===== src/rtl/my_cpu16_pkg.sv =====
// my_cpu16_pkg: shared state encoding, IR field positions and the default HALT opcode
// for the CPU16 sequencer.
package my_cpu16_pkg;

    typedef enum logic [2:0] {IDLE, FETCH, DECODE, EXEC, WB, HALT} state_e;

    localparam int DST_HI = 3;
    localparam int DST_LO = 2;
    localparam int SRC_HI = 1;
    localparam int SRC_LO = 0;

    localparam logic [15:0] HALT_OPC_DEF = 16'hFFFF;

endpackage


===== src/rtl/my_pc_counter.sv =====
// my_pc_counter: program counter with reset load and a wrapping increment.
module my_pc_counter #(
    parameter int              PC_W     = 8,
    parameter logic [PC_W-1:0] RESET_PC = '0
) (
    input  logic            clk,
    input  logic            reset,
    input  logic            inc_i,
    output logic [PC_W-1:0] pc_o
);

    logic [PC_W-1:0] pc_q, pc_d;

    assign pc_d = inc_i ? pc_q + PC_W'(1) : pc_q;

    always_ff @(posedge clk)
        pc_q <= reset ? RESET_PC : pc_d;

    assign pc_o = pc_q;

endmodule


===== src/rtl/my_cpu16_sequencer.sv =====
// my_cpu16_sequencer: multi-cycle fetch/decode/exec/write-back control FSM for the CPU16 datapath.
// Define MY_SEQ_STEP_EN to add a step input that releases one instruction per pulse.
module my_cpu16_sequencer
    import my_cpu16_pkg::*;
#(
    parameter int              PC_W     = 8,
    parameter logic [PC_W-1:0] RESET_PC = '0,
    parameter logic [15:0]     HALT_OPC = HALT_OPC_DEF
) (
    input  logic            clk,
    input  logic            reset,
`ifdef MY_SEQ_STEP_EN
    input  logic            step,
`endif
    output logic            imem_req,
    output logic [PC_W-1:0] imem_addr,
    input  logic            imem_ack,
    input  logic [15:0]     imem_data,
    output logic [15:0]     ir,
    input  logic            is_alu,
    input  logic [15:0]     alu_r,
    output logic [1:0]      rf_raddr_a,
    output logic [1:0]      rf_raddr_b,
    output logic            rf_we,
    output logic [1:0]      rf_waddr,
    output logic [15:0]     rf_wdata,
    output logic [PC_W-1:0] pc,
    output logic            halted,
    output logic [15:0]     retired
);

    state_e      state_q, state_d;
    logic [15:0] ir_q, ir_d, result_q, result_d, retired_q, retired_d;
    logic        rf_we_q, pc_inc, armed;

    my_pc_counter #(.PC_W(PC_W), .RESET_PC(RESET_PC)) u_pc (
        .clk   (clk),
        .reset (reset),
        .inc_i (pc_inc),
        .pc_o  (pc)
    );

`ifdef MY_SEQ_STEP_EN
    logic step_armed_q, step_armed_d;
    // Disarm whenever an instruction finishes (WB, NOP) or the core halts.
    assign step_armed_d = (state_q == WB || (state_q == DECODE && state_d != EXEC)) ? 1'b0
                        : (step_armed_q | step);
    always_ff @(posedge clk)
        step_armed_q <= reset ? 1'b0 : step_armed_d;
    assign armed = step_armed_q;
`else
    assign armed = 1'b1;
`endif

    always_comb begin
        state_d  = state_q;
        ir_d     = ir_q;
        result_d = result_q;
        pc_inc   = 1'b0;
        case (state_q)
            IDLE:   state_d = FETCH;
            FETCH:  if (imem_req && imem_ack) begin
                        ir_d    = imem_data;
                        state_d = DECODE;
                    end
            DECODE: begin
                        state_d = (ir_q == HALT_OPC) ? HALT : is_alu ? EXEC : FETCH;
                        pc_inc  = (ir_q != HALT_OPC) && !is_alu;
                    end
            EXEC:   begin
                        result_d = alu_r;
                        state_d  = WB;
                    end
            WB:     begin
                        pc_inc  = 1'b1;
                        state_d = FETCH;
                    end
            HALT:   state_d = HALT;
            default: state_d = IDLE;
        endcase
    end

    assign retired_d = retired_q + 16'(pc_inc);

    always_ff @(posedge clk) begin
        if (reset) begin
            state_q   <= IDLE;
            ir_q      <= '0;
            result_q  <= '0;
            retired_q <= '0;
            rf_we_q   <= 1'b0;
        end else begin
            state_q   <= state_d;
            ir_q      <= ir_d;
            result_q  <= result_d;
            retired_q <= retired_d;
            rf_we_q   <= (state_d == WB);
        end
    end

    assign imem_req   = (state_q == FETCH) && armed && !reset;
    assign imem_addr  = pc;
    assign ir         = ir_q;
    assign rf_raddr_a = ir_q[DST_HI:DST_LO];
    assign rf_raddr_b = ir_q[SRC_HI:SRC_LO];
    assign rf_we      = rf_we_q;
    assign rf_waddr   = ir_q[DST_HI:DST_LO];
    assign rf_wdata   = result_q;
    assign halted     = (state_q == HALT);
    assign retired    = retired_q;

endmodule


===== config.mk =====
export PLATFORM = sky130hd
export DESIGN_NAME = my_cpu16_sequencer
export DESIGN_NICKNAME = d
export VERILOG_FILES = /design/src/rtl/my_cpu16_pkg.sv /design/src/rtl/my_pc_counter.sv /design/src/rtl/my_cpu16_sequencer.sv
export SDC_FILE = /design/constraint.sdc
export NUM_CORES = 1
export LEC_CHECK = 0
export CAP_MARGIN = 25
export CORE_MARGIN = 4
export CORE_UTILIZATION = 43
export DETAILED_ROUTE_END_ITERATION = 7
export GPL_TIMING_DRIVEN = 0
export MAX_ROUTING_LAYER = met4
export PLACE_DENSITY = 0.78
export SYNTH_ARGS = -nofsm -noshare
export SYNTH_HDL_FRONTEND = slang
export SYNTH_SLANG_ARGS = --single-unit
export TNS_END_PERCENT = 1

===== constraint.sdc =====
create_clock -name clk -period 2.5 [get_ports clk]
set_clock_uncertainty 0.05 [all_clocks]
set_input_delay 0.5 -clock clk [delete_from_list [all_inputs] [get_ports clk]]
set_output_delay 0.5 -clock clk [all_outputs]
set_load 0.005 [all_outputs]

==> impl_results.md <==
* Chip Width at 86.9 um
* Max-cap violations at 0
* Compound-Gate Fraction of Synth Area at 9.63%
* Worst Min Path Start: rf_wdata[15]$_SDFFE_PP0P_
* CORE AREA at 5990 um^2
* Fmax at 413 MHz
* Multiplexer share of the synthesized area at 3.74%
* # IOs at 109
* WS Path Type: flip-flop to flip-flop
* Yosys warns at 0
* Largest family of logic cells by synthesized area: simple AND/OR/NAND/NOR gates
* Placed inst area at 3850 um^2
* Die Height at 86.9 um
* Most frequent cells in the layout: clkdlybuf4s50_1 (107), nand2_1 (72), dfxtp_1 (59), a21oi_1 (35), nor2_1 (22)
* Worst r2r src: ir[13]$_SDFFE_PP0P_
* CTS buffer count at 9
* Seq/Total Area, Yosys at 44.9%
* Status: finished clean
* Worst path arrival time at 2.59 ns
* # diodes at 0
* Leak at 0.00153 uW
* Core Rows at 28
* GRT overflow at 0
* Cell variety after synth at 40
* Vias per cell at 5.02
* Pins over their slew limit at 0
* WHS Endpoint: rf_wdata[15]$_SDFFE_PP0P_
* Synth Register Bits at 60
* Largest net degree at the start of global routing at 12
* Area of the multi-input gates at 1350 um^2
* CTS Buffer Depth at 2
* Clk root buf: clkbuf_8
* Worst-Skew Late Latency at 0.33 ns
* Clock slew at reported path FFs at 0.07 ns
* Synth Area in Simple Gates at 29.7%
* Vias at 2632
* Post-Route Utilization at 69.2%
* Mapped Nets at 362
* Crit path required time at 2.67 ns
* Gpl congestion at 0.821
* Pre-antenna DRT Iters at 4
* FF-to-FF path depth at 9
* Critical path startpoint category: flip-flop
* Worst vdd ir at 0.364 mV
* Gate Count Post-Synth at 323
* Mapped Area at 2680 um^2
* Commonest non-fill, non-tap cell in the layout: clkdlybuf4s50_1
* IO buf count at 108
* Fill cells at 490
* EDFF count, synth at 0
* Fin Hold WS at 0.402 ns
* R2R setup slack at 0.08 ns
* Ys flop type: dfxtp_1
* Adder-Cell Fraction of Synth Area at 1.40%
* Vias in the first global route at 2484
* Initial Util at 44.7%
* Crit path capture type: flip-flop
* Finished Cell Area at 4150 um^2
* Setup-failing EPs final at 0
* Number of clock sinks at 60
* Final WL at 7370 um
* DRT iter0 DRCs at 127
* Placed Cells at 506
* Hold Path Class: flip-flop to flip-flop
* R2R Path End: retired[15]$_SDFF_PP0_
* Wirelength per Cell at 14.1 um
* Drt drc at 0
* Ys async rst share at 0%
* PD cells at 492 nW/um^2
* Mean Syn Cell Area at 8.29 um^2
* Hold path cells at 2
* Xor and xnor fraction of the mapped netlist area at 3.60%
* Dpl hpwl at 5470 um
* P&R area growth vs syn at 54.9%
* Final cycle utilization of the critical path at 96.8%
* DRT antenna net count at 0
* Final Hold Viols at 0
* Sequential Area at 1200 um^2
* All-Layer GR Usage at 20.2%
* CTS tree: yes
* Final min period at 2.42 ns
* Layout Cells excl Fill at 524
* CP max FO at 5
* Setup TNS at 0 ns
* Htree depth at 3
* Nets@finish at 483
* Worst slew pin tran at 0.595 ns
* Worst rel slew slack at 60.3%
* First-pass GRT wire length at 11800 um
* Initial antenna violation count at 0
* Die area at 7550 um^2
* Layout cells sized above 1 at 13.1%
[final cells by class]
type,count,area share (%)
repair buffers,111,26.6
inverters,2,0.181
clock buffers,11,3.65
clock inverters,5,1.45
multi-input cells,229,32.5
flip-flops and latches,60,29.0
plain buffers,31,4.32
well taps,75,2.26
[cells by family (layout without fill, tap and decap cells)]
| group | after synthesis | count (layout) |
|---|---|---|
| compound gates | 47 | 47 |
| buf+inv | 34 | 160 |
| simple gates | 159 | 159 |
| flops | 60 | 60 |
| fa+ha+maj | 3 | 3 |
| xor+xnor | 11 | 11 |
| mux | 9 | 9 |
[worst max path at each step]
stage	startpoint	to
after floorplan	ir[3]$_SDFFE_PP0P_	retired[4]$_SDFF_PP0_
after detailed placement	is_alu	retired[14]$_SDFF_PP0_
after global placement	is_alu	retired[14]$_SDFF_PP0_
after global routing	ir[13]$_SDFFE_PP0P_	retired[15]$_SDFF_PP0_
after CTS	is_alu	retired[14]$_SDFF_PP0_
final	ir[13]$_SDFFE_PP0P_	retired[15]$_SDFF_PP0_
[synthesized netlist by cell type, types with 3 or more instances]
master    instances  area [um^2]
ha_1              3         37.5
nor2_1           22         82.6
and3_1            4         25.0
a21oi_1          35          175
nand2_1          73          274
nand4_1          12         75.1
dfxtp_1          60         1200
o21ai_0           8         40.0
buf_4            15          113
clkbuf_1         12         45.0
nand3_1          11         55.1
xor2_1            7         61.3
nand2b_1          3         18.8
nor2b_1          13         81.3
buf_2             4         20.0
xnor2_1           4         35.0
or3_1             3         18.8
mux2_2            6         67.6
[power breakdown]
group / switching (uW) / internal (uW) / total, uW
combinational: 66.2 / 101 / 167
sequential: 11.8 / 970 / 982
clock: 378 / 514 / 892
[registers in the layout, indices dropped and copies added (netlist names)]
signal,cells
ir,16
retired,16
rf_wdata,16
rf_we,1
state_q,3
u_pc.pc_o,8
[through the flow]
stage | total power (uW) | setup WS (ns)
floorplan | 1060 | 0.149
detailed placement | 1170 | -0.600
finish | 2040 | 0.0803
global route | 2130 | -0.0242
CTS | 2060 | -0.0141
global placement | 1160 | -0.521
[per-layer routing]
layer | vias to the layer above | part of all wire [%] | wire length [um] | GRT usage [%]
met5 | - | 0 | 0 | -
met4 | 0 | 1.6 | 120 | 7.51
met3 | 12 | 5.1 | 373 | 4.45
met2 | 74 | 51 | 3760 | 32.4
met1 | 1218 | 42 | 3110 | 24.8
li1 | 1328 | - | - | -
[critical path, stage by stage, from the launching register on]
cell and delay (ns):
dfxtp_1 0.36, nand4_1 0.24, or4_1 0.56, a21oi_2 0.17, inv_1 0.08, ha_4 0.19, nand2_2 0.14, nor3_4 0.06
nand3_1 0.11, mux2_2 0.33
[what timing repair did]
action	CTS	global route
endpoints found under the setup margin	10	7
hold buffers	0	0
pin swaps	2	2
gates resized for setup	5	10
buffers inserted	1	2
gates cloned	0	0
No activity file was read; power rests on OpenSTA's default activity.
